<file path="src/rtl/ram_bist_ctrl.sv">
// ram_bist_ctrl
// -----------------------------------------------------------------------------
// Initiator-side built-in self-test controller for a single-port RAM. A start
// pulse in IDLE launches two passes over the whole address space. Each pass
// writes a deterministic pattern to every word and then reads every word back.
// Each read waits for the RAM's out_en strobe, bounded by a timeout, and the
// returned data is compared with the pattern. Pass 0 writes P(a) = SEED ^ a.
// Pass 1 writes ~P(a), so every cell is exercised at both polarities. Results
// are kept until the next accepted start.
//
// Ports
//   clk             in   system clock, rising edge
//   rstn            in   synchronous active-low reset
//   start           in   one-cycle test request, honoured only in IDLE
//   ram_en          out  RAM enable
//   ram_addr        out  RAM address
//   ram_wr_rd       out  1 = write, 0 = read
//   ram_data_in     out  write data to RAM (held during reads)
//   ram_data_out    in   read data from RAM
//   ram_out_en      in   read data valid (only observed while awaiting a read)
//   busy            out  high in every state except IDLE
//   done            out  one-cycle completion pulse
//   pass            out  no errors in the last completed test
//   err_count       out  mismatches plus timeouts (max 2*DEPTH)
//   first_fail_addr out  address of the first error, 0 if none
//   timeout_err     out  sticky: at least one read timed out
// -----------------------------------------------------------------------------
module ram_bist_ctrl #(
  parameter int                    DATA_WIDTH = 8,
  parameter int                    ADDR_WIDTH = 4,
  parameter int                    DEPTH      = 16,
  parameter logic [DATA_WIDTH-1:0] SEED       = 8'hA5,
  parameter int                    TIMEOUT    = 15
) (
  input  logic                  clk,
  input  logic                  rstn,
  input  logic                  start,
  output logic                  ram_en,
  output logic [ADDR_WIDTH-1:0] ram_addr,
  output logic                  ram_wr_rd,
  output logic [DATA_WIDTH-1:0] ram_data_in,
  input  logic [DATA_WIDTH-1:0] ram_data_out,
  input  logic                  ram_out_en,
  output logic                  busy,
  output logic                  done,
  output logic                  pass,
  output logic [ADDR_WIDTH+1:0] err_count,
  output logic [ADDR_WIDTH-1:0] first_fail_addr,
  output logic                  timeout_err
);

  localparam int CNT_W = ADDR_WIDTH + 2;
  localparam int TMR_W = (TIMEOUT < 1) ? 1 : $clog2(TIMEOUT + 1);
  localparam logic [ADDR_WIDTH-1:0] LAST_ADDR = ADDR_WIDTH'(DEPTH - 1);
  localparam logic [TMR_W-1:0]      TMR_LIMIT = TMR_W'(TIMEOUT);

  typedef enum logic [2:0] {
    S_IDLE,
    S_WR,
    S_RD,
    S_RD_WAIT,
    S_DONE
  } state_e;

  state_e                  state_q;
  logic [ADDR_WIDTH-1:0]   addr_q;
  logic                    phase_q;
  logic [TMR_W-1:0]        timer_q;
  logic                    ram_en_q;
  logic                    ram_wr_rd_q;
  logic [DATA_WIDTH-1:0]   ram_data_in_q;
  logic                    busy_q;
  logic                    done_q;
  logic                    pass_q;
  logic [CNT_W-1:0]        err_count_q;
  logic [ADDR_WIDTH-1:0]   first_fail_addr_q;
  logic                    timeout_err_q;

  logic [ADDR_WIDTH-1:0]   addr_inc_d;
  logic [DATA_WIDTH-1:0]   exp_data_d;
  logic                    read_lost_d;
  logic                    read_end_d;
  logic                    read_err_d;
  logic [CNT_W-1:0]        err_count_d;

  // Pattern for address a in the given phase; the address is zero-extended
  // or truncated to the data width before mixing with the seed.
  function automatic logic [DATA_WIDTH-1:0] pattern(input logic [ADDR_WIDTH-1:0] a,
                                                    input logic ph);
    logic [DATA_WIDTH-1:0] base;
    base = SEED ^ DATA_WIDTH'(a);
    return ph ? ~base : base;
  endfunction

  // Read-completion decode for RD_WAIT. A valid strobe takes priority over a
  // timer expiring in the same cycle.
  always_comb begin
    addr_inc_d  = addr_q + ADDR_WIDTH'(1);
    exp_data_d  = pattern(addr_q, phase_q);
    read_lost_d = !ram_out_en && (timer_q == TMR_LIMIT);
    read_end_d  = ram_out_en || read_lost_d;
    read_err_d  = ram_out_en ? (ram_data_out != exp_data_d) : read_lost_d;
    err_count_d = err_count_q + {{(CNT_W-1){1'b0}}, read_err_d};
  end

  // Single state register; every output is loaded together with the state it
  // belongs to, so outputs are valid in the same cycle as the state.
  always_ff @(posedge clk) begin
    if (!rstn) begin
      state_q           <= S_IDLE;
      addr_q            <= '0;
      phase_q           <= 1'b0;
      timer_q           <= '0;
      ram_en_q          <= 1'b0;
      ram_wr_rd_q       <= 1'b0;
      ram_data_in_q     <= '0;
      busy_q            <= 1'b0;
      done_q            <= 1'b0;
      pass_q            <= 1'b0;
      err_count_q       <= '0;
      first_fail_addr_q <= '0;
      timeout_err_q     <= 1'b0;
    end else begin
      done_q <= 1'b0;
      case (state_q)
        S_IDLE: begin
          if (start) begin
            err_count_q       <= '0;
            first_fail_addr_q <= '0;
            timeout_err_q     <= 1'b0;
            pass_q            <= 1'b0;
            addr_q            <= '0;
            phase_q           <= 1'b0;
            busy_q            <= 1'b1;
            ram_en_q          <= 1'b1;
            ram_wr_rd_q       <= 1'b1;
            ram_data_in_q     <= pattern('0, 1'b0);
            state_q           <= S_WR;
          end
        end

        S_WR: begin
          if (addr_q == LAST_ADDR) begin
            addr_q      <= '0;
            ram_wr_rd_q <= 1'b0;
            state_q     <= S_RD;
          end else begin
            addr_q        <= addr_inc_d;
            ram_data_in_q <= pattern(addr_inc_d, phase_q);
          end
        end

        S_RD: begin
          timer_q <= '0;
          state_q <= S_RD_WAIT;
        end

        S_RD_WAIT: begin
          if (read_end_d) begin
            if (read_err_d) begin
              err_count_q <= err_count_d;
              if (err_count_q == '0) begin
                first_fail_addr_q <= addr_q;
              end
            end
            if (read_lost_d) begin
              timeout_err_q <= 1'b1;
            end
            if (addr_q != LAST_ADDR) begin
              addr_q  <= addr_inc_d;
              state_q <= S_RD;
            end else if (!phase_q) begin
              // Second pass rewrites every word with the inverted pattern.
              phase_q       <= 1'b1;
              addr_q        <= '0;
              ram_wr_rd_q   <= 1'b1;
              ram_data_in_q <= pattern('0, 1'b1);
              state_q       <= S_WR;
            end else begin
              // err_count_d includes this final read's result.
              ram_en_q <= 1'b0;
              done_q   <= 1'b1;
              pass_q   <= (err_count_d == '0);
              state_q  <= S_DONE;
            end
          end else begin
            timer_q <= timer_q + TMR_W'(1);
          end
        end

        S_DONE: begin
          busy_q  <= 1'b0;
          state_q <= S_IDLE;
        end

        default: begin
          state_q <= S_IDLE;
        end
      endcase
    end
  end

  assign ram_en          = ram_en_q;
  assign ram_addr        = addr_q;
  assign ram_wr_rd       = ram_wr_rd_q;
  assign ram_data_in     = ram_data_in_q;
  assign busy            = busy_q;
  assign done            = done_q;
  assign pass            = pass_q;
  assign err_count       = err_count_q;
  assign first_fail_addr = first_fail_addr_q;
  assign timeout_err     = timeout_err_q;

endmodule

</file>
<file path="config.mk">
export PLATFORM = sky130hd
export DESIGN_NAME = ram_bist_ctrl
export DESIGN_NICKNAME = d
export VERILOG_FILES = /design/src/rtl/ram_bist_ctrl.sv
export SDC_FILE = /design/constraint.sdc
export NUM_CORES = 1
export LEC_CHECK = 0
export ABC_AREA = 1
export CORE_MARGIN = 2
export CORE_UTILIZATION = 37
export DETAILED_ROUTE_END_ITERATION = 7
export GPL_TIMING_DRIVEN = 0
export PLACE_DENSITY = 0.64
export REMOVE_ABC_BUFFERS = 1
export SYNTH_ARGS = -nofsm -noshare
export SYNTH_HDL_FRONTEND = slang
export SYNTH_SLANG_ARGS = --single-unit
</file>
<file path="constraint.sdc">
create_clock -name clk -period 2.01 [get_ports clk]
set_input_delay 0.402 -clock clk [delete_from_list [all_inputs] [get_ports clk]]
set_output_delay 0.402 -clock clk [all_outputs]
set_load 0.02 [all_outputs]
</file>
[Word-level counts from Yosys, hierarchy flattened]
Cells that the tools add are included.
Word-level totals
  bits in registers: 36
  input bits: 12
  logic and storage cells: 119
Cells by class
  $add $sub $neg: 3
  equality and inequality tests: 20
  mux-type cells: 54
  bitwise gates (word level): 7
  reductions and logical operators: 22
Operator list (number)
  $mux 8: 7
  $mux 4: 9
  $pmux 8 s3: 1
  $ne 2x2->1 const B: 11
  $mux 1: 18
  $mux 6: 3
  $not 8->8: 2
  $pmux 4 s2: 2
  $reduce_and 4->1: 4
  $mux 3: 5
  $logic_not 6->1: 2
  $pmux 3 s4: 1
  $pmux 4 s3: 1
  $pmux 6 s2: 1
  $reduce_and 6->1: 2
  $pmux 1 s2: 5
  $reduce_and 5->1: 2
  $add 4x1->4 const B: 2
  $eq 4x4->1 const B: 2
  $ne 8x8->1: 1
  $not 2->4: 2
  $add 6x1->6: 1
  $eq 3x2->1 const B: 2
  $reduce_bool 2->1: 3
  other kinds (14): 17

[Logic depth before layout (Yosys ltp)]
Gate-level depths: netlist of run 1.
  depth in word-level cells: 11
  depth in mapped cells: 17

[Worst setup path before layout of run 1]
No wires, ideal clock.
  path type: reg2reg
  start point: reg addr_q[3], in the netlist ram_addr[3]
  end point: reg pass_q, in the netlist pass
  arrival time: 1.849 ns
  required time: 1.893 ns
  slack: 0.044 ns
  cell stages (with the launch flop): 16
  path buffers: 0
  period minus slack after synthesis: 1.966 ns
  path through: dfxtp_1 inv_1 nand2_1 nand2_1 nand2_1 nand2_1 nor2_1 nand3_1 nand2_1 inv_1 ha_1 nand2_1 xor2_1 nor2_1 a31oi_1 nor2_1
On the way
  longest elaborated chain between the ends: 10
  elaborated cells on any way between the ends: 13
  classes of those cells: add/sub: 1; eq/ne: 3; mux: 6; bitwise: 1; reduce/logical: 2
RTL lines
  start: declaration: line 66  | logic [ADDR_WIDTH-1:0] addr_q;
  start signal: assignment: line 148  | addr_q <= addr_inc_d;
  start signal: assignment: line 170  | addr_q <= addr_inc_d;
  $not 8->8: line 92  | return ph ? ~base : base;
  $mux 8: line 92
  $ne 8x8->1: line 102  | read_err_d = ram_out_en ? (ram_data_out != exp_data_d) : read_lost_d;
  $mux 1: line 102
  $add 6x1->6: line 103  | err_count_d = err_count_q + {{(CNT_W-1){1'b0}}, read_err_d};
  $logic_not 6->1: line 183  | pass_q <= (err_count_d == '0);
  $mux 1: line 172  | end else if (!phase_q) begin
  $mux 1: line 169  | if (addr_q != LAST_ADDR) begin
  $mux 1: line 159  | if (read_end_d) begin
  $pmux 1 s2: line 125  | case (state_q)
  end signal: assignment: line 183
  end: declaration: line 74  | logic pass_q;
Several ways; a longest one is shown, not always the timed one. The select of a mux whose other input is x is not followed.
A chain may end at the register's enable or synchronous reset.

[Worst setup path after layout of run 1]
  start point: reg phase_q
  end point: reg pass_q, in the netlist pass
On the way
  longest elaborated chain between the ends: 9
  elaborated cells on any way between the ends: 11
  classes of those cells: add/sub: 1; eq/ne: 2; mux: 6; reduce/logical: 2
RTL lines
  start: declaration: line 67  | logic phase_q;
  start signal: assignment: line 112  | phase_q <= 1'b0;
  start signal: assignment: line 133  | phase_q <= 1'b0;
  start signal: assignment: line 174  | phase_q <= 1'b1;
  $mux 8: line 92
  $ne 8x8->1: line 102
  $mux 1: line 102
  $add 6x1->6: line 103
  $logic_not 6->1: line 183
  $mux 1: line 172
  $mux 1: line 169
  $mux 1: line 159
  $pmux 1 s2: line 125
Several ways; a longest one is shown, not always the timed one. The select of a mux whose other input is x is not followed.

==> summary.md, run 1 <==
| Metric | Value |
|---|---|
| RSZ-0062 raised after global routing | `yes` |
| HP Class | `reg -> reg` |
| Crit path capture type | `flop` |
| Vias in the first global route | `1809` |
| Clock latency on the worst-skew pair | `290 ps` |
| 1st-iter DRT viols | `99` |
| Slew @ Worst Pin | `921 ps` |
| Cts-stage hold buffer count | `0` |
| Layout Cells excl Fill | `407` |
| Power, Total | `2.41 mW` |
| Pre-CTS WS | `-712 ps` |
| Final setup vio count | `0` |
| Final wirelength | `4.96 mm` |
| Sequential share of the synthesized area | `0.346` |
| Clock skew | `7.56 ps` |
| Cell depth of the worst flop-to-flop path | `16` |
| RR Endpoint | `pass` |
| Sink Count | `34` |
| Reg2reg setup slack | `30 ps` |
| Final instance area | `2720 sq um` |
| YS warnings | `0` |
| Port bufs | `39` |
| Placed cell area | `2380 sq um` |
| Status | `finished, final reports clean` |
| Final Cycle Share | `0.987` |
| Syn Inst Count | `287` |
| Hold Crit Start | `timeout_err` |
| Min-Delay Path Depth | `2` |
| Row count | `26` |
| Pin count of the biggest net entering global routing | `22` |
| Post-route minimum period | `1980 ps` |
| Max-slew violations | `0` |
| Netlist cell types | `37` |
| GP Congestion | `0.877` |
| Routed vias | `1964` |
| CP required | `2240 ps` |
| # diodes | `0` |
| Share of post-route cells with drive strength above 1 | `0.217` |
| P_leak | `1.22 nW` |
| Layout area overhead | `38.4%` |
| Maximum operating frequency | `504 MHz` |
| PD cells | `884 nW/um^2` |
| Io pins | `40` |
| Number of synthesized register bits | `34` |
| H-tree levels | `2` |
| Final hold vios | `0` |
| Global-route wire length before repair | `between 8 and 9 mm` |
| DR pass1 iterations | `4` |
| Die area | `5910 sq um` |
| Root Buffer | `clkbuf_8` |
| Starting density of the core | `0.385` |
| Syn_area_per_cell | `6.85 sq um` |
| CP Max Fanout | `5` |
| Vias per cell | `approximately 4.8` |
| Max VDD drop | `0.000504 V` |
| Antenna Nets Post-Route | `0` |
| Relative slew slack | `0.380` |
| PnR worst setup slack | `25.6 ps` |
| DRC | `0` |
| Max-cap viol count | `0` |
| Initial antenna violation count | `0` |
| Cell area after synthesis | `1970 sq um` |
| WHS Endpoint | `timeout_err` |
| Worst reg2reg startpoint | `phase_q` |
| DP Cell Count | `between 300 and 400` |
| Drt wl/cell | `approximately 12 um` |
| Setup crit start kind | `flop` |
| Grt ovf | `0` |
| Crit path DAT | `2210 ps` |
| CTS tree | `done` |
| Hpwl dp | `3.36 mm` |
| Final core utilization | `0.533` |
| Core Area | `5110 sq um` |
| Total Routing Usage GR | `0.168` |
| Die Width | `76.9 um` |
| Final #Nets | `about 350` |
| CTS buffer count | `5` |
| WS Path Type | `reg -> reg` |
| CTS Buffer Depth | `2` |
| Worst-path clk slew | `~70 ps` |
| Die Span Y | `76.9 um` |
==> cell families after synthesis <==
family | synth area share
flops | 0.346
xor+xnor | 0.0401
fa+ha+maj | 0.0255
compound gates | 0.145
buf+inv | 0.0974
simple gates | 0.346
==> critical path, stage by stage (launching register included) <==
cell,delay [ps]
dfxtp_4,390
buf_6,140
nand2_2,60
nand2_2,60
nand2_2,50
nand2_1,60
nor2_2,110
nand3_2,120
nand2_2,90
inv_2,60
ha_4,170
nand2_4,70
xor2_2,150
nand3_1,90
nor2_1,110
a31oi_1,90
nor2_1,100
==> cell type report <==
type,count,area [sq um]
fill,517,2390
multi-input combinational,210,1210
sequential,34,694
timing repair buffer,51,500
inverter,34,141
tap,70,87.6
clock buffer,7,86.3
clock inverter,1,5.00
==> stage by stage <==
step	hold slack, ps	setup TNS (ps)
global placement	436	-7420
CTS	455	-121
detailed placement	445	-7550
global route	489	-245
floorplan	461	-323
finish	448	0
==> flip-flops by register name, indices dropped and copies added (netlist names), 3 cells and up <==
name,flops
ram_addr,4
first_fail_addr,4
ram_data_in,6
timer_q,4
state_q,3
err_count,6
==> worst max path at each step <==
stage / endpoint / from / slack [ps] / depth (start not counted)
global route: pass / phase_q / -130 / 16
CTS: pass / ram_data_out[2] / -80 / 17
global placement: pass / phase_q / -730 / 15
finish: pass / phase_q / 30 / 16
floorplan: pass / phase_q / -130 / 15
detailed placement: pass / phase_q / -710 / 15
==> per-layer routing <==
layer | global-route usage | part of all wire | vias to the layer above
met1 | 0.218 | 0.47 | 889
met2 | 0.280 | 0.47 | 42
met5 | 0 | 0 | -
met3 | 0.0365 | 0.046 | 9
li1 | - | - | 1024
met4 | 0.0491 | 0.017 | 0
==> placed cells by master, fill, tap and decap left out, types with 2 or more instances in the layout <==
master           count
clkdlybuf4s50_1     31
a21oi_1             23
inv_2                6
buf_6                3
a31oi_1              2
nand2_1             51
a311oi_1             2
nor2_2               3
nand3_2              3
dfxtp_4              3
nand2_4              5
inv_1               25
nand3_1             15
a21oi_2              3
nand4_1              2
ha_4                 2
dlymetal6s2s_1       6
nor2_1              41
o21ai_0             12
o211ai_1             2
buf_4                9
dfxtp_1             29
nor2_4               2
o21ai_1              5
and3_1               2
clkbuf_8             6
xor2_1               6
nand2_2             14
nor3_1               3
dfxtp_2              2
==> repair_timing <==
item | CTS | global route
setup buffers | 3 | 9
gates resized for setup | 15 | 39
pin swaps | 6 | 22
setup endpoints to repair | 13 | 25
==> where the power goes <==
part / switching, mW / leakage [nW] / internal, mW
logic: 0.567 / 0.888 / 0.430
registers: 0.107 / 0.282 / 0.773
clock network: 0.251 / 0.0482 / 0.276
==> cells in the mapped netlist, drive strengths merged <==
| cell type | n | area [sq um] |
|---|---|---|
| nand2 | 71 | 307 |
| nor2 | 47 | 203 |
| dfxtp | 34 | 681 |
| inv | 33 | 126 |
| a21oi | 26 | 138 |
| nand3 | 18 | 100 |
| o21ai | 17 | 85.1 |
| buf | 7 | 53.8 |
| xor2 | 7 | 61.3 |
| ha | 4 | 50.1 |
| nor3 | 4 | 31.3 |
| a311oi | 2 | 17.5 |
| a31oi | 2 | 12.5 |
| and3 | 2 | 12.5 |
| clkbuf | 2 | 7.51 |
| nand4 | 2 | 12.5 |
| o211ai | 2 | 15.0 |
| xnor2 | 2 | 17.5 |
| clkinv | 1 | 3.75 |
| nand3b | 1 | 7.51 |
| o211a | 1 | 10.0 |
| o31ai | 1 | 7.51 |
| or2 | 1 | 6.26 |
No activity file was read; power rests on OpenSTA's default activity.
==> run 2: changes to the inputs <==
--- a/config.mk
+++ b/config.mk
@@ -8,9 +8,10 @@
 export ABC_AREA = 1
 export CORE_MARGIN = 2
 export CORE_UTILIZATION = 37
+export CTS_BUF_LIST = sky130_fd_sc_hd__clkbuf_4 sky130_fd_sc_hd__clkbuf_8 sky130_fd_sc_hd__clkbuf_16
 export DETAILED_ROUTE_END_ITERATION = 7
 export GPL_TIMING_DRIVEN = 0
-export PLACE_DENSITY = 0.64
+export PLACE_DENSITY = 0.62
 export REMOVE_ABC_BUFFERS = 1
 export SYNTH_ARGS = -nofsm -noshare
 export SYNTH_HDL_FRONTEND = slang
==> constraint.sdc (replaced) <==
create_clock -name clk -period 2.4 [get_ports clk]
set_input_delay 0.48 -clock clk [delete_from_list [all_inputs] [get_ports clk]]
set_output_delay 0.48 -clock clk [all_outputs]
set_load 0.02 [all_outputs]
==> run 2 against run 1 <==
Wire length fell by 8.2%. Worst setup slack gained 140 ps. Sequential cell count unchanged. Utilization shrank 4.3 points. Hold slack worse by 0.81 ps. Clock power shrank 16%. Clock skew about the same. Global-route usage fell by 0.75 points. Sequential share of layout area is 1.8 points higher. Die area did not move. Count of clock-buffer cells in the layout decreased by 1. Critical endpoint unchanged. Largest power group unchanged.
==> summary.md, run 2 (same netlist as run 1, synthesis figures left out) <==
| Metric | Value |
|---|---|
| Pin count of the biggest net entering global routing | `22` |
| Relative slew slack | `0.419` |
| GP Congestion | `about 0.85` |
| Initial antenna violation count | `0` |
| Max-cap viol count | `0` |
| Met2 WL | `2.05 mm` |
| 1st-iter DRT viols | `97` |
| # diodes | `0` |
| Crit path capture type | `flop` |
| HP Class | `reg -> reg` |
| DP Cell Count | `387` |
| Hold_ws | `roughly 450 ps` |
| Share of post-route cells with drive strength above 1 | `0.120` |
| Wl on met1 | `~2.3 mm` |
| Final Cycle Share | `0.933` |
| Max VDD drop | `0.000427 V` |
| Final core utilization | `0.490` |
| Die Span Y | `76.9 um` |
| Worst-path clk slew | `about 70 ps` |
| Port bufs | `39` |
| Setup crit start kind | `primary input` |
| Final setup vio count | `0` |
| Top layer in use | `met4` |
| Fillers | `540` |
| Commonest non-fill, non-tap cells in the layout | `nand2_1 (59), nor2_1 (42), clkdlybuf4s50_1 (38)` |
| Crit path DAT | `2460 ps` |
| RSZ-0062 raised after global routing | `yes` |
| CTS tree | `done` |
| Grt ovf | `0` |
| Sink Count | `34` |
| Vias per cell | `4.73` |
| Post-route minimum period | `around 2200 ps` |
| Status | `finished, final reports clean` |
| Max-slew violations | `0` |
| Core Area | `5110 sq um` |
| Antenna Nets Post-Route | `0` |
| Slew @ Worst Pin | `865 ps` |
| Drt wl/cell | `11.5 um` |
| Root Buffer | `clkbuf_8` |
| Vias in the first global route | `1686` |
| WS Path Type | `in -> reg` |
| Hpwl dp | `3.36 mm` |
| Die area | `5910 sq um` |
| Layout Cells excl Fill | `~400` |
| Clock skew | `7.69 ps` |
| PD cells | `764 nW/um^2` |
| H-tree levels | `2` |
| Reg2reg setup slack | `220 ps` |
| Row count | `26` |
| Io pins | `40` |
| P_leak | `1.09 nW` |
| CP Max Fanout | `2` |
| Metal3 WL | `210 um` |
| Layout area overhead | `27.2%` |
| Final hold vios | `0` |
| CTS Buffer Depth | `2` |
| Total Routing Usage GR | `0.160` |
| CTS buffer count | `5` |
| Final wirelength | `4.55 mm` |
| CP required | `2620 ps` |
| Final #Nets | `340` |
| Commonest non-fill, non-tap cell in the layout | `nand2_1` |
| Routed vias | `1869` |
| Die Width | `between 70 and 80 um` |
| Maximum operating frequency | `447 MHz` |
| Clock latency on the worst-skew pair | `280 ps` |
| DRC | `0` |
| Global-route wire length before repair | `7.73 mm` |
| Starting density of the core | `0.385` |
| DR pass1 iterations | `4` |
| Cts-stage hold buffer count | `0` |
-- run 2: where the power goes --
group	total (mW)	internal, mW	switching, mW
clock	0.443	0.231	0.212
sequential	0.732	0.647	0.0850
combinational	0.736	0.301	0.435
-- run 2: per-stage QoR --
stage / cell area, sq um / power (mW) / worst slack [ps] / setup TNS, ps
2_1_floorplan: 1900 / 1.21 / 263 / 0
3_3_place_gp: 2380 / 1.47 / -323 / -1840
3_5_place_dp: 2380 / 1.47 / -334 / -1780
4_1_cts: 2480 / 1.92 / 24.9 / 0
5_1_grt: 2500 / 2.05 / -8.50 / -8.50
6_report: 2500 / 1.91 / 161 / 0
-- run 2: path summary, 6_finish.rpt --
path | end | cells past startpoint | from
worst min-delay path | timeout_err | 2 | timeout_err
worst max register to register | pass | 16 | ram_addr[0]
worst min register to register | timeout_err | 2 | timeout_err
worst max-delay path | pass | 17 | ram_data_out[1]
-- run 2: worst max-delay path, stage by stage --
cell             delay, ps
clkdlybuf4s50_1        470
inv_1                   40
nand2_1                 70
nand3b_1                70
nand2_1                 60
nand2_1                 50
inv_1                   70
nand3_2                110
nand2_2                 80
inv_1                   50
ha_1                   200
nand2_1                 80
xor2_1                 180
nand3_1                110
nor2_1                 100
a31oi_1                110
nor2_1                  90
-- run 2: area by class of cell --
type | count | area (sq um) | share of cell area
tap | 70 | 87.6 | 0.0350
clock inverter | 2 | 12.5 | 0.00500
timing repair buffer | 39 | 393 | 0.157
clock buffer | 6 | 82.6 | 0.0330
multi-input combinational | 210 | 1110 | 0.443
sequential | 34 | 684 | 0.274
inverter | 34 | 133 | 0.0530
-- run 2: layer usage --
layer / vias up / GRT usage
met3: 4 / 0.0376
met5: - / 0
met4: 0 / 0.0436
li1: 996 / -
met2: 35 / 0.266
met1: 834 / 0.209
-- run 2: timing repair --
action / CTS / global route
pin swaps: 0 / 2
endpoints found under the setup margin: 7 / 8
setup buffers: 0 / 0
gates resized for setup: 2 / 8
==> run 3: changes to the inputs <==
--- a/config.mk
+++ b/config.mk
@@ -6,12 +6,14 @@
 export NUM_CORES = 1
 export LEC_CHECK = 0
 export ABC_AREA = 1
-export CORE_MARGIN = 2
+export CAP_MARGIN = 20
+export CELL_PAD_IN_SITES_DETAIL_PLACEMENT = 1
+export CELL_PAD_IN_SITES_GLOBAL_PLACEMENT = 1
 export CORE_UTILIZATION = 37
 export CTS_BUF_LIST = sky130_fd_sc_hd__clkbuf_4 sky130_fd_sc_hd__clkbuf_8 sky130_fd_sc_hd__clkbuf_16
 export DETAILED_ROUTE_END_ITERATION = 7
 export GPL_TIMING_DRIVEN = 0
-export PLACE_DENSITY = 0.62
+export PLACE_DENSITY = 0.82
 export REMOVE_ABC_BUFFERS = 1
 export SYNTH_ARGS = -nofsm -noshare
 export SYNTH_HDL_FRONTEND = slang
==> run 3 against run 2 <==
The flow now finishes with violations (negative setup slack). Sequential power increased by 0.7%. Total power increased by 2.6%. Sequential share of layout area fell by 0.26 points. Largest cell class unchanged.
==> summary.md, run 3 (same netlist as run 1, synthesis figures left out) <==
| Metric | Value |
|---|---|
| Status | `finished, violations left` |
| Failing checks | `negative setup slack` |
| Hpwl dp | `3.99 mm` |
| P_leak | `1.09 nW` |
| Starting density of the core | `0.385` |
| Setup crit start kind | `primary input` |
| Row count | `26` |
| Io pins | `40` |
| Crit path DAT | `2600 ps` |
| Wl on met1 | `2.50 mm` |
| Slew @ Worst Pin | `895 ps` |
| Final hold vios | `0` |
| Die area | `5610 sq um` |
| Placed cell area | `2380 sq um` |
| HP Class | `reg -> reg` |
| DRC | `0` |
| Clock latency on the worst-skew pair | `290 ps` |
| Metal3 WL | `235 um` |
| Port bufs | `39` |
| Final wirelength | `5.54 mm` |
| Final Cycle Share | `1.01` |
| FF+latch area | `684 sq um` |
| Drt wl/cell | `around 14 um` |
| Min-Delay Path Depth | `2` |
| Top layer in use | `met4` |
| Commonest non-fill, non-tap cell in the layout | `nand2_1` |
| Layout area overhead | `28.5%` |
| Share of post-route cells with drive strength above 1 | `0.135` |
| Fillers | `677` |
| Sink Count | `34` |
| Relative slew slack | `0.398` |
| Worst-path clk slew | `70 ps` |
| CTS buffer count | `5` |
| 1st-iter DRT viols | `slightly below 90` |
| Routed vias | `1977` |
| Initial antenna violation count | `0` |
| DP Cell Count | `387` |
| Root Buffer | `clkbuf_8` |
| Area of the multi-input gates | `1130 sq um` |
| Vias per cell | `4.99` |
| PD cells | `776 nW/um^2` |
| CP required | `2580 ps` |
| CTS Buffer Depth | `2` |
| Die Width | `74.9 um` |
| Vias in the first global route | `a little under 2000` |
| Maximum operating frequency | `414 MHz` |
| Clock skew | `~8.5 ps` |
| Pin count of the biggest net entering global routing | `22` |
| Core Area | `5110 sq um` |
| Max VDD drop | `0.000290 V` |
| GP Congestion | `0.831` |
| DR pass1 iterations | `5` |
| H-tree levels | `2` |
| Die Span Y | `74.9 um` |
| Met2 WL | `around 2.7 mm` |
| Post-route minimum period | `2420 ps` |
| Pre-CTS WS | `-430 ps` |
| PnR worst setup slack | `-18.3 ps` |
| Total Routing Usage GR | `0.207` |
| Layout Cells excl Fill | `roughly 400` |
| Final #Nets | `341` |
| Crit path capture type | `flop` |
| TNS Setup | `-18.3 ps` |
| Cts-stage hold buffer count | `0` |
| Commonest non-fill, non-tap cells in the layout | `nand2_1 (59), nor2_1 (41), clkdlybuf4s50_1 (38)` |
| Cell depth of the worst flop-to-flop path | `15` |
| CTS tree | `done` |
| # diodes | `0` |
| Global-route wire length before repair | `8.68 mm` |
| Antenna Nets Post-Route | `0` |
| CP Max Fanout | `2` |
| Max-slew violations | `0` |
| WS Path Type | `in -> reg` |
| Final instance area | `2520 sq um` |
| RSZ-0062 raised after global routing | `yes` |
| Max-cap viol count | `0` |
| Final setup vio count | `1` |
| Grt ovf | `0` |
run 3: cell types whose count changed in the layout (fill, tap and decap cells not counted), sizes merged:
cell,before,now
dlygate4sd2,0,1
buf,0,1
clkbuf,6,7
dlymetal6s2s,1,0
clkinvlp,1,0
run 3: worst max-delay path: stages:
cell	delay, ps
clkdlybuf4s50_1	480
inv_1	40
nand2_1	70
nand3b_1	80
nand2_1	70
nand2_1	70
inv_1	70
nand3_2	110
nand2_2	90
inv_1	60
ha_2	190
nand2_2	110
xor2_1	300
nor2_1	100
a31oi_1	220
nor2_1	60
run 3: path summary, 6_finish.rpt:
kind	from	endpoint	slack [ps]
worst min register to register	timeout_err	timeout_err	470
worst max register to register	ram_addr[0]	pass	80
worst max-delay path	ram_data_out[1]	pass	-20
worst min-delay path	timeout_err	timeout_err	470
run 3: timing repair:
item / CTS / global route
pin swaps: 0 / 2
setup buffers: 0 / 1
resized for setup: 4 / 10
endpoints found under the setup margin: 8 / 5
run 3: through the flow:
step	hold slack (ps)	util	total power [mW]
floorplan	461	-	1.21
global placement	435	0.466	1.48
detailed placement	455	0.466	1.50
CTS	466	0.486	1.95
global route	490	0.494	2.09
finish	468	0.494	1.96
run 3: layout make-up:
class,count,area share
Inverter,34,0.0525
Clock inverter,1,0.00198
Sequential cell,34,0.271
Timing Repair Buffer,40,0.157
Tap cell,70,0.0347
Clock buffer,7,0.0357
Multi-Input combinational cell,210,0.447
run 3: per-layer routing:
layer | track usage | vias to the layer above
li1 | - | 993
met1 | 0.245 | 936
met4 | 0.0629 | 0
met5 | 0 | -
met3 | 0.0602 | 8
met2 | 0.361 | 40
run 3: power by group:
| part | internal (mW) | leakage, nW | switching [mW] |
|---|---|---|---|
| sequential | 0.647 | 0.280 | 0.0903 |
| combinational | 0.309 | 0.759 | 0.461 |
| clock | 0.243 | 0.0517 | 0.211 |
